[src/rtl/hazard_ctrl.sv]
// ----------------------------------------------------------------------------
// hazard_ctrl
//
// Purpose:
//   Pipeline hazard controller for the 5-stage core. It drives the enable and
//   synchronous-clear inputs of the pipeline registers, selects the operand
//   forwarding paths, and sequences multi-cycle data-memory stalls through a
//   small FSM. It also keeps saturating stall and flush event counters for
//   debug.
//
// Parameters:
//   TIMEOUT    maximum MEM_WAIT cycles before a memory error is flagged (>=2)
//   CNT_WIDTH  width of the stall/flush performance counters
//
// Ports:
//   clk, rst                 clock, asynchronous active-high reset
//   RS1D_i, RS2D_i           source registers of the instruction in Decode
//   RS1E_i, RS2E_i           source registers of the instruction in Execute
//   RDE_i, RDM_i, RDW_i      destinations in Execute / Memory / Writeback
//   ResultSrcE_i             result select in Execute (2'b01 = load)
//   RegWriteM_i, RegWriteW_i register write enables in Memory / Writeback
//   PCSrcE_i                 taken branch/jump resolved in Execute
//   MemReqM_i, MemAckM_i     data-memory request / completion in Memory
//   EnF_o..EnW_o             pipeline register enables (PC, F-D, D-E, E-M, M-W)
//   ClrD_o, ClrE_o, ClrW_o   synchronous clears of F-D, D-E and M-W
//   ForwardAE_o, ForwardBE_o forwarding selects: 00 regfile, 01 W, 10 M
//   MemErr_o                 sticky memory-timeout flag
//   StallCnt_o, FlushCnt_o   saturating stall-cycle and flush-event counters
// ----------------------------------------------------------------------------
module hazard_ctrl #(
  parameter int TIMEOUT   = 64,
  parameter int CNT_WIDTH = 32
) (
  input  logic                 clk,
  input  logic                 rst,
  input  logic [4:0]           RS1D_i,
  input  logic [4:0]           RS2D_i,
  input  logic [4:0]           RS1E_i,
  input  logic [4:0]           RS2E_i,
  input  logic [4:0]           RDE_i,
  input  logic [4:0]           RDM_i,
  input  logic [4:0]           RDW_i,
  input  logic [1:0]           ResultSrcE_i,
  input  logic                 RegWriteM_i,
  input  logic                 RegWriteW_i,
  input  logic                 PCSrcE_i,
  input  logic                 MemReqM_i,
  input  logic                 MemAckM_i,
  output logic                 EnF_o,
  output logic                 EnD_o,
  output logic                 EnE_o,
  output logic                 EnM_o,
  output logic                 EnW_o,
  output logic                 ClrD_o,
  output logic                 ClrE_o,
  output logic                 ClrW_o,
  output logic [1:0]           ForwardAE_o,
  output logic [1:0]           ForwardBE_o,
  output logic                 MemErr_o,
  output logic [CNT_WIDTH-1:0] StallCnt_o,
  output logic [CNT_WIDTH-1:0] FlushCnt_o
);

  // Wide enough to hold TIMEOUT-1 with a spare bit of headroom.
  localparam int WaitW = $clog2(TIMEOUT) + 1;
  localparam logic [WaitW-1:0] WaitLast = WaitW'(TIMEOUT - 1);

  typedef enum logic {
    IDLE     = 1'b0,
    MEM_WAIT = 1'b1
  } state_e;

  state_e                 state_q,    state_d;
  logic [WaitW-1:0]       waitCnt_q,  waitCnt_d;
  logic                   memErr_q,   memErr_d;
  logic [CNT_WIDTH-1:0]   stallCnt_q, stallCnt_d;
  logic [CNT_WIDTH-1:0]   flushCnt_q, flushCnt_d;

  logic loadUse;
  logic memStall;
  logic flushTaken;

  // A load in Execute whose destination is read by the instruction in Decode
  // cannot be forwarded in time, so Decode must wait one cycle. x0 never
  // creates a dependency.
  assign loadUse = (ResultSrcE_i == 2'b01) && (RDE_i != 5'd0) &&
                   ((RDE_i == RS1D_i) || (RDE_i == RS2D_i));

  // The memory stall covers the request cycle itself as well as every
  // waiting cycle; the ack cycle is never stalled so the pipe moves on the
  // ack edge.
  assign memStall = ((state_q == IDLE)     && MemReqM_i && !MemAckM_i) ||
                    ((state_q == MEM_WAIT) && !MemAckM_i);

  // A redirect held in Execute during a memory stall is frozen there and is
  // acted on only once the stall releases.
  assign flushTaken = PCSrcE_i && !memStall;

  // Forwarding muxes. The Memory stage holds the younger result, so it wins
  // over Writeback when both match the same source register.
  always_comb begin
    ForwardAE_o = 2'b00;
    ForwardBE_o = 2'b00;

    if (RegWriteM_i && (RDM_i != 5'd0) && (RDM_i == RS1E_i)) begin
      ForwardAE_o = 2'b10;
    end else if (RegWriteW_i && (RDW_i != 5'd0) && (RDW_i == RS1E_i)) begin
      ForwardAE_o = 2'b01;
    end

    if (RegWriteM_i && (RDM_i != 5'd0) && (RDM_i == RS2E_i)) begin
      ForwardBE_o = 2'b10;
    end else if (RegWriteW_i && (RDW_i != 5'd0) && (RDW_i == RS2E_i)) begin
      ForwardBE_o = 2'b01;
    end
  end

  // Pipeline register control. Pipe registers give clear priority over
  // enable, so a register is never cleared while it is being held.
  always_comb begin
    EnF_o  = 1'b1;
    EnD_o  = 1'b1;
    EnE_o  = 1'b1;
    EnM_o  = 1'b1;
    EnW_o  = 1'b1;
    ClrD_o = 1'b0;
    ClrE_o = 1'b0;
    ClrW_o = 1'b0;

    if (memStall) begin
      // Freeze F..M and push a bubble into Writeback so the instruction
      // leaving Memory is not written back twice.
      EnF_o  = 1'b0;
      EnD_o  = 1'b0;
      EnE_o  = 1'b0;
      EnM_o  = 1'b0;
      ClrW_o = 1'b1;
    end else if (PCSrcE_i) begin
      // Squash the two wrong-path instructions; any load-use hazard belongs
      // to the squashed Decode instruction and is dropped.
      ClrD_o = 1'b1;
      ClrE_o = 1'b1;
    end else if (loadUse) begin
      // Hold Fetch/Decode one cycle and send a bubble into Execute.
      EnF_o  = 1'b0;
      EnD_o  = 1'b0;
      ClrE_o = 1'b1;
    end
  end

  // Memory-wait FSM. The wait counter counts cycles spent waiting for the
  // ack; on reaching TIMEOUT-1 the stall is abandoned and MemErr latches
  // until reset. An ack arriving after a timeout finds the FSM in IDLE with
  // no request and is therefore ignored.
  always_comb begin
    state_d   = state_q;
    waitCnt_d = waitCnt_q;
    memErr_d  = memErr_q;

    unique case (state_q)
      IDLE: begin
        if (MemReqM_i && !MemAckM_i) begin
          state_d   = MEM_WAIT;
          waitCnt_d = WaitW'(1);
        end
      end
      MEM_WAIT: begin
        if (MemAckM_i) begin
          state_d   = IDLE;
          waitCnt_d = '0;
        end else if (waitCnt_q == WaitLast) begin
          state_d   = IDLE;
          waitCnt_d = '0;
          memErr_d  = 1'b1;
        end else begin
          waitCnt_d = waitCnt_q + WaitW'(1);
        end
      end
      default: begin
        state_d   = IDLE;
        waitCnt_d = '0;
      end
    endcase
  end

  // Debug counters saturate at all-ones instead of wrapping so a long run
  // never reports a misleadingly small number.
  always_comb begin
    stallCnt_d = stallCnt_q;
    flushCnt_d = flushCnt_q;

    if (!EnF_o && (stallCnt_q != '1)) begin
      stallCnt_d = stallCnt_q + CNT_WIDTH'(1);
    end
    if (flushTaken && (flushCnt_q != '1)) begin
      flushCnt_d = flushCnt_q + CNT_WIDTH'(1);
    end
  end

  // State, wait counter, error flag and debug counters.
  always_ff @(posedge clk or posedge rst) begin
    if (rst) begin
      state_q    <= IDLE;
      waitCnt_q  <= '0;
      memErr_q   <= 1'b0;
      stallCnt_q <= '0;
      flushCnt_q <= '0;
    end else begin
      state_q    <= state_d;
      waitCnt_q  <= waitCnt_d;
      memErr_q   <= memErr_d;
      stallCnt_q <= stallCnt_d;
      flushCnt_q <= flushCnt_d;
    end
  end

  assign MemErr_o   = memErr_q;
  assign StallCnt_o = stallCnt_q;
  assign FlushCnt_o = flushCnt_q;

endmodule

[config.mk]
export PLATFORM = sky130hd
export DESIGN_NAME = hazard_ctrl
export DESIGN_NICKNAME = d
export VERILOG_FILES = /design/src/rtl/hazard_ctrl.sv
export SDC_FILE = /design/constraint.sdc
export NUM_CORES = 1
export LEC_CHECK = 0
export ABC_AREA = 1
export CORE_ASPECT_RATIO = 0.9
export CORE_MARGIN = 2
export CORE_UTILIZATION = 42
export CTS_CLUSTER_SIZE = 10
export DETAILED_ROUTE_END_ITERATION = 7
export PLACE_DENSITY = 0.72
export SYNTH_ARGS = -nofsm -noshare
export SYNTH_HDL_FRONTEND = slang
export SYNTH_SLANG_ARGS = --single-unit
[constraint.sdc]
create_clock -name clk -period 2.5 [get_ports clk]
set_input_delay 0.5 -clock clk [delete_from_list [all_inputs] [get_ports clk]]
set_output_delay 0.5 -clock clk [all_outputs]
set_load 0.03 [all_outputs]
==> results.toml, run 1 <==
[timing]
slew-limit-headroom_pct = 62.16
unrepaired_setup_endpoints_after_global_routing = "false"
post-route-period-util_pct = 94.36
timing.final.crit_period_ns = 2.359
finalHoldViolCount = 0
highest_achievable_clock_rate_mhz = 423.9
setup_viol = 0
worst_slew_pin_slew_ns = 0.5616
finalClockSkew_ns = 0.007295
final_max_slew_viol_count = 0

[routing]
post_drt_via_cell_ratio = 4.784
num_vias = 4980
firstDrtPassIters = 4
avgRoutedWirePerCell_um = 12.16
drt_iter0_markers = 216
route.final.wire_length_mm = 12.66
drtAntennaViolNets = 0
detail_route.drc_violations = 0

[global_routing]
overall_fraction_of_global_route_tracks_in_use_pct = 20.97
grt_max_degree = 74
antenna_found_initial = 0
grt_remaining_overflow = 0
grt_pass1_wl_mm = 21.81
grt_pass1_vias = 4632

[cells_and_area]
post_route_cell_area_um2 = 6720
number_of_nets_at_the_end_of_the_flow = 928
antenna_cells_inserted = 0
n_fill_cell = 1115
layout-area-overhead-vs-synth_pct = 33.37
register_area_um2 = 1827
multi_input_area_um2 = 2790
final_layout_size_suffix_gt1_share_pct = 7.232
final-instance-count-excl-fill = 1041

[pwr]
power.share.switching_pct = 32.42
power.clock.fraction_pct = 32.4
worst_ir_drop_vdd_uv = 398.6
static_leakage_power_uw = 0.003187
power.combinational.fraction_pct = 26.9
pwr_density_cell_nw_per_um2 = 523.4
cell_internal_power_dissipation_uw = 2377
net-switching-power_uw = 1140
sequentialPowerShare_pct = 40.7

[clocking]
maximum_buffer_depth_of_the_clock_tree = 2
clock_sink_count = 73
ctsHtreeMaxLevel = 3
clock_insertion_delay_worst_skew_ns = 0.33
clock_tree_from_tritoncts = "yes"
clock_transition_at_the_registers_of_the_reported_paths_ns = 0.05
cts.repair_timing.setup_buffer_count = 0
clk_root_buffer_cell = "sky130_fd_sc_hd__clkbuf_16"
cts_hold_buffers = 0
cts_buffers = 9

[yosys]
netlist.area_leader.share_pct = 36.26
yosys-top-cells-area = "sky130_fd_sc_hd__dfrtp_1 (36%), sky130_fd_sc_hd__nand2_1 (22%), sky130_fd_sc_hd__inv_1 (6.2%)"
synth_top_family_by_area = "simple AND/OR/NAND/NOR gates"
synth_compound_area_share_pct = 2.583
syn_nets = 800
synth_area_um2 = 5039
synth_cell_type_count = 33
synthSimpleGateAreaFrac_pct = 41.62
synthAdderAreaFrac_pct = 0.7450
synth_area_per_cell_um2 = 6.691
synth-xor-area-share_pct = 9.908
synth_enable_flop_cells = 0
synthFlopType = "sky130_fd_sc_hd__dfrtp_1"
synth_area_leader_cell = "sky130_fd_sc_hd__dfrtp_1"
synth_mux_area_share_pct = 0
yosysWarningCount = 0
asyncSetResetFlopFracSynth_pct = 100.0
netlist_instances = 753
yosys_reg_bits = 73
yosysSeqAreaShare_pct = 36.26

[place]
placed_cell_area_um2 = 6441
buffer_ports.inserted = 119
place_hpwl_mm = 9.727
routabilityCongestion = 0.9027
place_inst = 1026

[setup_path]
worstReg2RegEnd = "StallCnt_o[14]"
worstPathRequired_ns = 2.00
endpoint_kind = "output port"
critPathMaxFanout = 3
cp-startpoint = "RDM_i[0]"
timing.reg2reg.setup_slack_ns = 0.59
endpoint = "ForwardAE_o[0]"
start_kind = "input port"
r2r_cells = 11
worst-endpoint-arrival_ns = 1.86
timing.rr.start = "StallCnt_o[0]"
worst-setup-path-type = "in -> out"

[die]
core_um2 = 11570
boundaryPins = 121
dieHeight_um = 107.9
die_span_in_x_um = 119.5
initial_utilization_pct = 43.54
floorplan.die_area_um2 = 12890
core.rowCount = 37

[hold_path]
worstHoldPathType = "reg -> reg"

[flow_run]
maxCapViolations = 0

[run_status]
outcome = "completed"
==> per-layer routing <==
| layer | up-vias | GRT usage (%) | wire length (µm) |
|---|---|---|---|
| met4 | 0 | 6.387 | 198 |
| met5 | - | 0 | 0 |
| li1 | 2597 | - | - |
| met1 | 2247 | 27.13 | 6015 |
| met2 | 117 | 35.10 | 5956 |
| met3 | 19 | 4.873 | 487 |
==> cells in the final DEF (no fill, tap or decap), drive strengths merged, types with 3 or more instances in the layout <==
cell,count
nand3b,8
nor3,28
ha,3
clkbuf,16
nand2,297
buf,24
nor2,81
nand3,58
xor2,31
a21oi,3
dlymetal6s2s,6
o21ai,17
clkdlybuf4s50,103
nor4,3
dfrtp,73
nand4,12
inv,88
xnor2,26
==> critical path, stage by stage <==
cell                              delay [ns]
sky130_fd_sc_hd__clkdlybuf4s50_1        0.55
sky130_fd_sc_hd__nor2_1                 0.07
sky130_fd_sc_hd__nand2_1                0.06
sky130_fd_sc_hd__o21ai_1                0.09
sky130_fd_sc_hd__nor4_2                 0.33
sky130_fd_sc_hd__nor3_1                 0.08
sky130_fd_sc_hd__buf_4                  0.18
==> state kept, by name, summed over array words and instances (netlist names) <==
signal and cells:
StallCnt_o 32, FlushCnt_o 32, MemErr_o 1, state_q 1
waitCnt_q 7
==> worst min-delay path by stage <==
stage,depth (start not counted),to,start,slack (ns)
global placement,2,MemErr_o,MemErr_o,0.45
detailed placement,2,MemErr_o,MemErr_o,0.46
global route,1,MemErr_o,waitCnt_q[6],0.51
CTS,1,MemErr_o,waitCnt_q[6],0.47
floorplan,1,MemErr_o,waitCnt_q[6],0.44
finish,2,MemErr_o,MemErr_o,0.47
==> kinds of logic after synthesis <==
kind of cell	after synthesis
buf+inv	105
flops	73
simple gates	490
compound gates	24
xor+xnor	57
fa+ha+maj	3
other cells	1
==> through the flow <==
step                total power, µW  utilization (%)  worst slack [ns]  TNS [ns]  hold WS, ns
finish                         3518            58.06            0.1410         0       0.4673
CTS                            3563            57.82          0.002950         0       0.4684
global route                   3722            58.06           0.01392         0       0.5132
detailed placement             2401            55.65           -0.3658    -4.081       0.4588
global placement               2386            55.65           -0.3501    -3.442       0.4549
floorplan                      1998                -            0.1467         0       0.4404
==> power by group through the flow <==
| stage | Sequential, µW | Combinational (µW) | Clock, µW |
|---|---|---|---|
| 5_1_grt | 1450 | 1040 | 1230 |
| 4_1_cts | 1430 | 956 | 1180 |
| 6_report | 1430 | 947 | 1140 |
| 3_5_place_dp | 1450 | 954 | 0 |
| 2_1_floorplan | 1590 | 405 | 0 |
| 3_3_place_gp | 1450 | 940 | 0 |
==> Yosys cell counts (all sizes together) (3+ instances only) <==
library cell,count
o21ai,17
nor2,81
nand4,12
nand3,58
xor2,31
nand2,297
dfrtp,73
nor4,3
nand3b,8
xnor2,26
inv,88
ha,3
nor3,28
buf,17
a21oi,3
==> timing repair <==
item	4_1_cts	5_1_grt
pin swaps	0	1
hold endpoints to repair	0	0
resized for setup	11	11
setup endpoints to repair	2	19
==> final cells by class <==
cell class | instances | share of cell area [%]
Multi-Input combinational cell | 575 | 41.52
Timing Repair Buffer | 134 | 19.64
Clock buffer | 15 | 3.835
Tap cell | 156 | 2.904
Sequential cell | 73 | 27.18
Inverter | 88 | 4.915
No activity file was read; power rests on OpenSTA's default activity.
==> run 2, diff against run 1 <==
--- a/config.mk
+++ b/config.mk
@@ -5,13 +5,12 @@
 export SDC_FILE = /design/constraint.sdc
 export NUM_CORES = 1
 export LEC_CHECK = 0
-export ABC_AREA = 1
 export CORE_ASPECT_RATIO = 0.9
 export CORE_MARGIN = 2
 export CORE_UTILIZATION = 42
 export CTS_CLUSTER_SIZE = 10
 export DETAILED_ROUTE_END_ITERATION = 7
-export PLACE_DENSITY = 0.72
+export PLACE_DENSITY = 0.76
 export SYNTH_ARGS = -nofsm -noshare
 export SYNTH_HDL_FRONTEND = slang
 export SYNTH_SLANG_ARGS = --single-unit
==> run 2 against run 1 <==
Compared with the run above: via count decreased by 30%; total power increased by 11%; routed wire length decreased by 17%; utilization increased by 6.5 points; largest power group unchanged; critical endpoint is now ForwardBE_o[0]; non-clock buffer count increased by 24; maximum frequency decreased by 4.5%; cell area decreased by 12%.
==> results.toml, run 2 <==
[run_status]
outcome = "completed"

[die]
boundaryPins = 121
die_span_in_x_um = 106.9
floorplan.die_area_um2 = 10320
core_um2 = 9166
initial_utilization_pct = 43.63
core.rowCount = 33
dieHeight_um = 96.57

[place]
placed_cell_area_um2 = 5593
detailedPlace.worstSlack_ns = -0.5030
buffer_ports.inserted = 119
routabilityCongestion = 0.8396
place_hpwl_mm = 7.801

[global_routing]
grt_pass1_wl_mm = 17.31
antenna_found_initial = 0
grt_max_degree = 32
grt_pass1_vias = 3497
overall_fraction_of_global_route_tracks_in_use_pct = 21.17
grt_remaining_overflow = 0

[routing]
detail_route.drc_violations = 0
num_vias = 3499
route.final.wire_length_mm = 10.47
post_drt_via_cell_ratio = 5.146
avgRoutedWirePerCell_um = 15.40
firstDrtPassIters = 4
drt_iter0_markers = 102
drtAntennaViolNets = 0

[yosys]
yosysSeqAreaShare_pct = 45.68
netlist_instances = 396
synthFlopType = "sky130_fd_sc_hd__dfrtp_1"
yosysWarningCount = 0
syn_nets = 443
asyncSetResetFlopFracSynth_pct = 100.0
yosys_reg_bits = 73
yosys-top-cells-area = "sky130_fd_sc_hd__dfrtp_1 (46%), sky130_fd_sc_hd__xor2_1 (16%), sky130_fd_sc_hd__xnor2_1 (5.0%)"
netlist.area_leader.share_pct = 45.68
synth_area_per_cell_um2 = 10.10
synth_area_um2 = 3999
synth_area_leader_cell = "sky130_fd_sc_hd__dfrtp_1"
most_used_standard_cells_in_the_synthesized_netlist = "sky130_fd_sc_hd__dfrtp_1 (73), sky130_fd_sc_hd__xor2_1 (73), sky130_fd_sc_hd__nand2_1 (28), sky130_fd_sc_hd__nand3_1 (27), sky130_fd_sc_hd__nor3_1 (25)"
synth_cell_type_count = 46
synth_enable_flop_cells = 0

[flow_run]
maxCapViolations = 0

[setup_path]
timing.rr.start = "StallCnt_o[1]"
critPathMaxFanout = 2
endpoint_kind = "output port"
worst-endpoint-arrival_ns = 1.97
cp-startpoint = "RDW_i[1]"
start_kind = "input port"
worstPathRequired_ns = 2.00
worst-setup-path-type = "in -> out"

[clocking]
clk_root_buffer_cell = "sky130_fd_sc_hd__clkbuf_8"
clock_sink_count = 73
maximum_buffer_depth_of_the_clock_tree = 2
ctsHtreeMaxLevel = 3
cts_buffers = 9
clock_tree_from_tritoncts = "yes"
clock_transition_at_the_registers_of_the_reported_paths_ns = 0.08
cts_hold_buffers = 0
clock_insertion_delay_worst_skew_ns = 0.34

[cells_and_area]
most-common-layout-cells = "sky130_fd_sc_hd__clkdlybuf4s50_1 (79), sky130_fd_sc_hd__dfrtp_1 (73), sky130_fd_sc_hd__xor2_1 (72), sky130_fd_sc_hd__buf_4 (40), sky130_fd_sc_hd__nand2_1 (28)"
number_of_nets_at_the_end_of_the_flow = 600
multi_input_area_um2 = 2180
post_route_cell_area_um2 = 5921
n_fill_cell = 767
mostFrequentLayoutCell = "sky130_fd_sc_hd__clkdlybuf4s50_1"
layout-area-overhead-vs-synth_pct = 48.06
final_layout_size_suffix_gt1_share_pct = 17.56
register_area_um2 = 1827
antenna_cells_inserted = 0
postLayoutCoreUtil_pct = 64.59

[timing]
post-route-period-util_pct = 98.80
worst_slew_pin_slew_ns = 0.6215
setup_viol = 0
finalClockSkew_ns = 0.007530
final_max_slew_viol_count = 0
unrepaired_setup_endpoints_after_global_routing = "false"
timing.final.crit_period_ns = 2.470
slew-limit-headroom_pct = 58.50
layout_setup_ws_ns = 0.02989
finalHoldViolCount = 0
highest_achievable_clock_rate_mhz = 404.8

[hold_path]
min-delay-start = "MemErr_o"
worstHoldPathType = "reg -> reg"

[pwr]
power.total_uw = 3910
worst_ir_drop_vdd_uv = 652.5
static_leakage_power_uw = 0.002679
pwr_density_cell_nw_per_um2 = 660.4
## run 2: cell count changes after synthesis, moves of 8 or more
| cell | change |
|---|---|
| sky130_fd_sc_hd__nor4_1 | +13 |
| sky130_fd_sc_hd__inv_1 | -74 |
| sky130_fd_sc_hd__nor2_1 | -49 |
| sky130_fd_sc_hd__nand2_1 | -265 |
| sky130_fd_sc_hd__and3_1 | +8 |
| sky130_fd_sc_hd__nand3b_1 | -8 |
| sky130_fd_sc_hd__xor2_1 | +42 |
| sky130_fd_sc_hd__nand3_1 | -28 |
## run 2: critical path, cell delays in order
cell and delay [ns]:
sky130_fd_sc_hd__dlygate4sd2_1 0.25, sky130_fd_sc_hd__buf_4 0.15, sky130_fd_sc_hd__xor2_2 0.15, sky130_fd_sc_hd__or4_4 0.44, sky130_fd_sc_hd__nor4_4 0.31, sky130_fd_sc_hd__buf_6 0.17
## run 2: path summary, 6_finish.rpt
check                           cells past startpoint  slack, ns              to
worst min-delay path                                1       0.49        MemErr_o
worst max register to register                      8       0.09   StallCnt_o[1]
min in group asynchronous                           2       0.57  FlushCnt_o[16]
worst max-delay path                                6       0.03  ForwardBE_o[0]
max in group asynchronous                           3       1.34    waitCnt_q[3]
worst min register to register                      1       0.49        MemErr_o
## run 2: power by group
group          total [µW]  leakage, µW  internal [µW]  switching, µW
clock                1160     0.000127            720            437
combinational        1190      0.00162            521            665
sequential           1570     0.000931           1340            230
total                3910      0.00268           2580           1330
## run 2: cells by family (layout without fill, tap and decap cells)
logic type | count (synthesis) | count (layout) | synth area share [%]
DFF | 73 | 73 | 45.68
AOI/OAI and AO/OA | 18 | 18 | 2.879
and+or+nand+nor | 182 | 182 | 26.16
xor gates and xnor gates | 96 | 96 | 21.03
buffers and inverters | 21 | 183 | 2.691
other | 1 | 1 | 0.09378
adders and majority gates | 3 | 3 | 0.9388
muxes | 2 | 2 | 0.5319
## run 2: final cells by class
type / count / share of cell area (%)
flip-flops and latches: 73 / 30.85
inverters: 9 / 0.5706
clock buffers: 12 / 2.620
clock inverters: 4 / 1.669
repair buffers: 158 / 24.89
multi-input cells: 302 / 36.81
well taps: 122 / 2.578
## run 2: routing by layer
layer / routed length, µm / vias up / global-route usage (%)
met5: 0 / - / 0
met4: 150 / 0 / 5.087
met3: 485 / 10 / 5.768
met2: 5251 / 86 / 35.93
met1: 4581 / 1699 / 27.22
li1: - / 1704 / -
## run 2: per-stage QoR
stage               hold slack [ns]  std cells  TNS [ns]
finish                       0.4940        680         0
floorplan                    0.4815        396         0
detailed placement           0.4814        663    -10.14
global route                 0.5115        680         0
CTS                          0.4921        680         0
global placement             0.4397        663    -7.721
## run 2: timing repair
item	CTS	global route
gates resized for setup	49	22
pin swaps	13	16
setup buffers	2	0
endpoints found under the hold margin	0	0
endpoints found under the setup margin	8	16
==> run 3, diff against run 2 <==
--- a/config.mk
+++ b/config.mk
@@ -10,6 +10,7 @@
 export CORE_UTILIZATION = 42
 export CTS_CLUSTER_SIZE = 10
 export DETAILED_ROUTE_END_ITERATION = 7
+export HOLD_SLACK_MARGIN = 0.15
 export PLACE_DENSITY = 0.76
 export SYNTH_ARGS = -nofsm -noshare
 export SYNTH_HDL_FRONTEND = slang
==> results of run 3 <==
The final DEF is identical to that of run 2; final timing and power are the same.
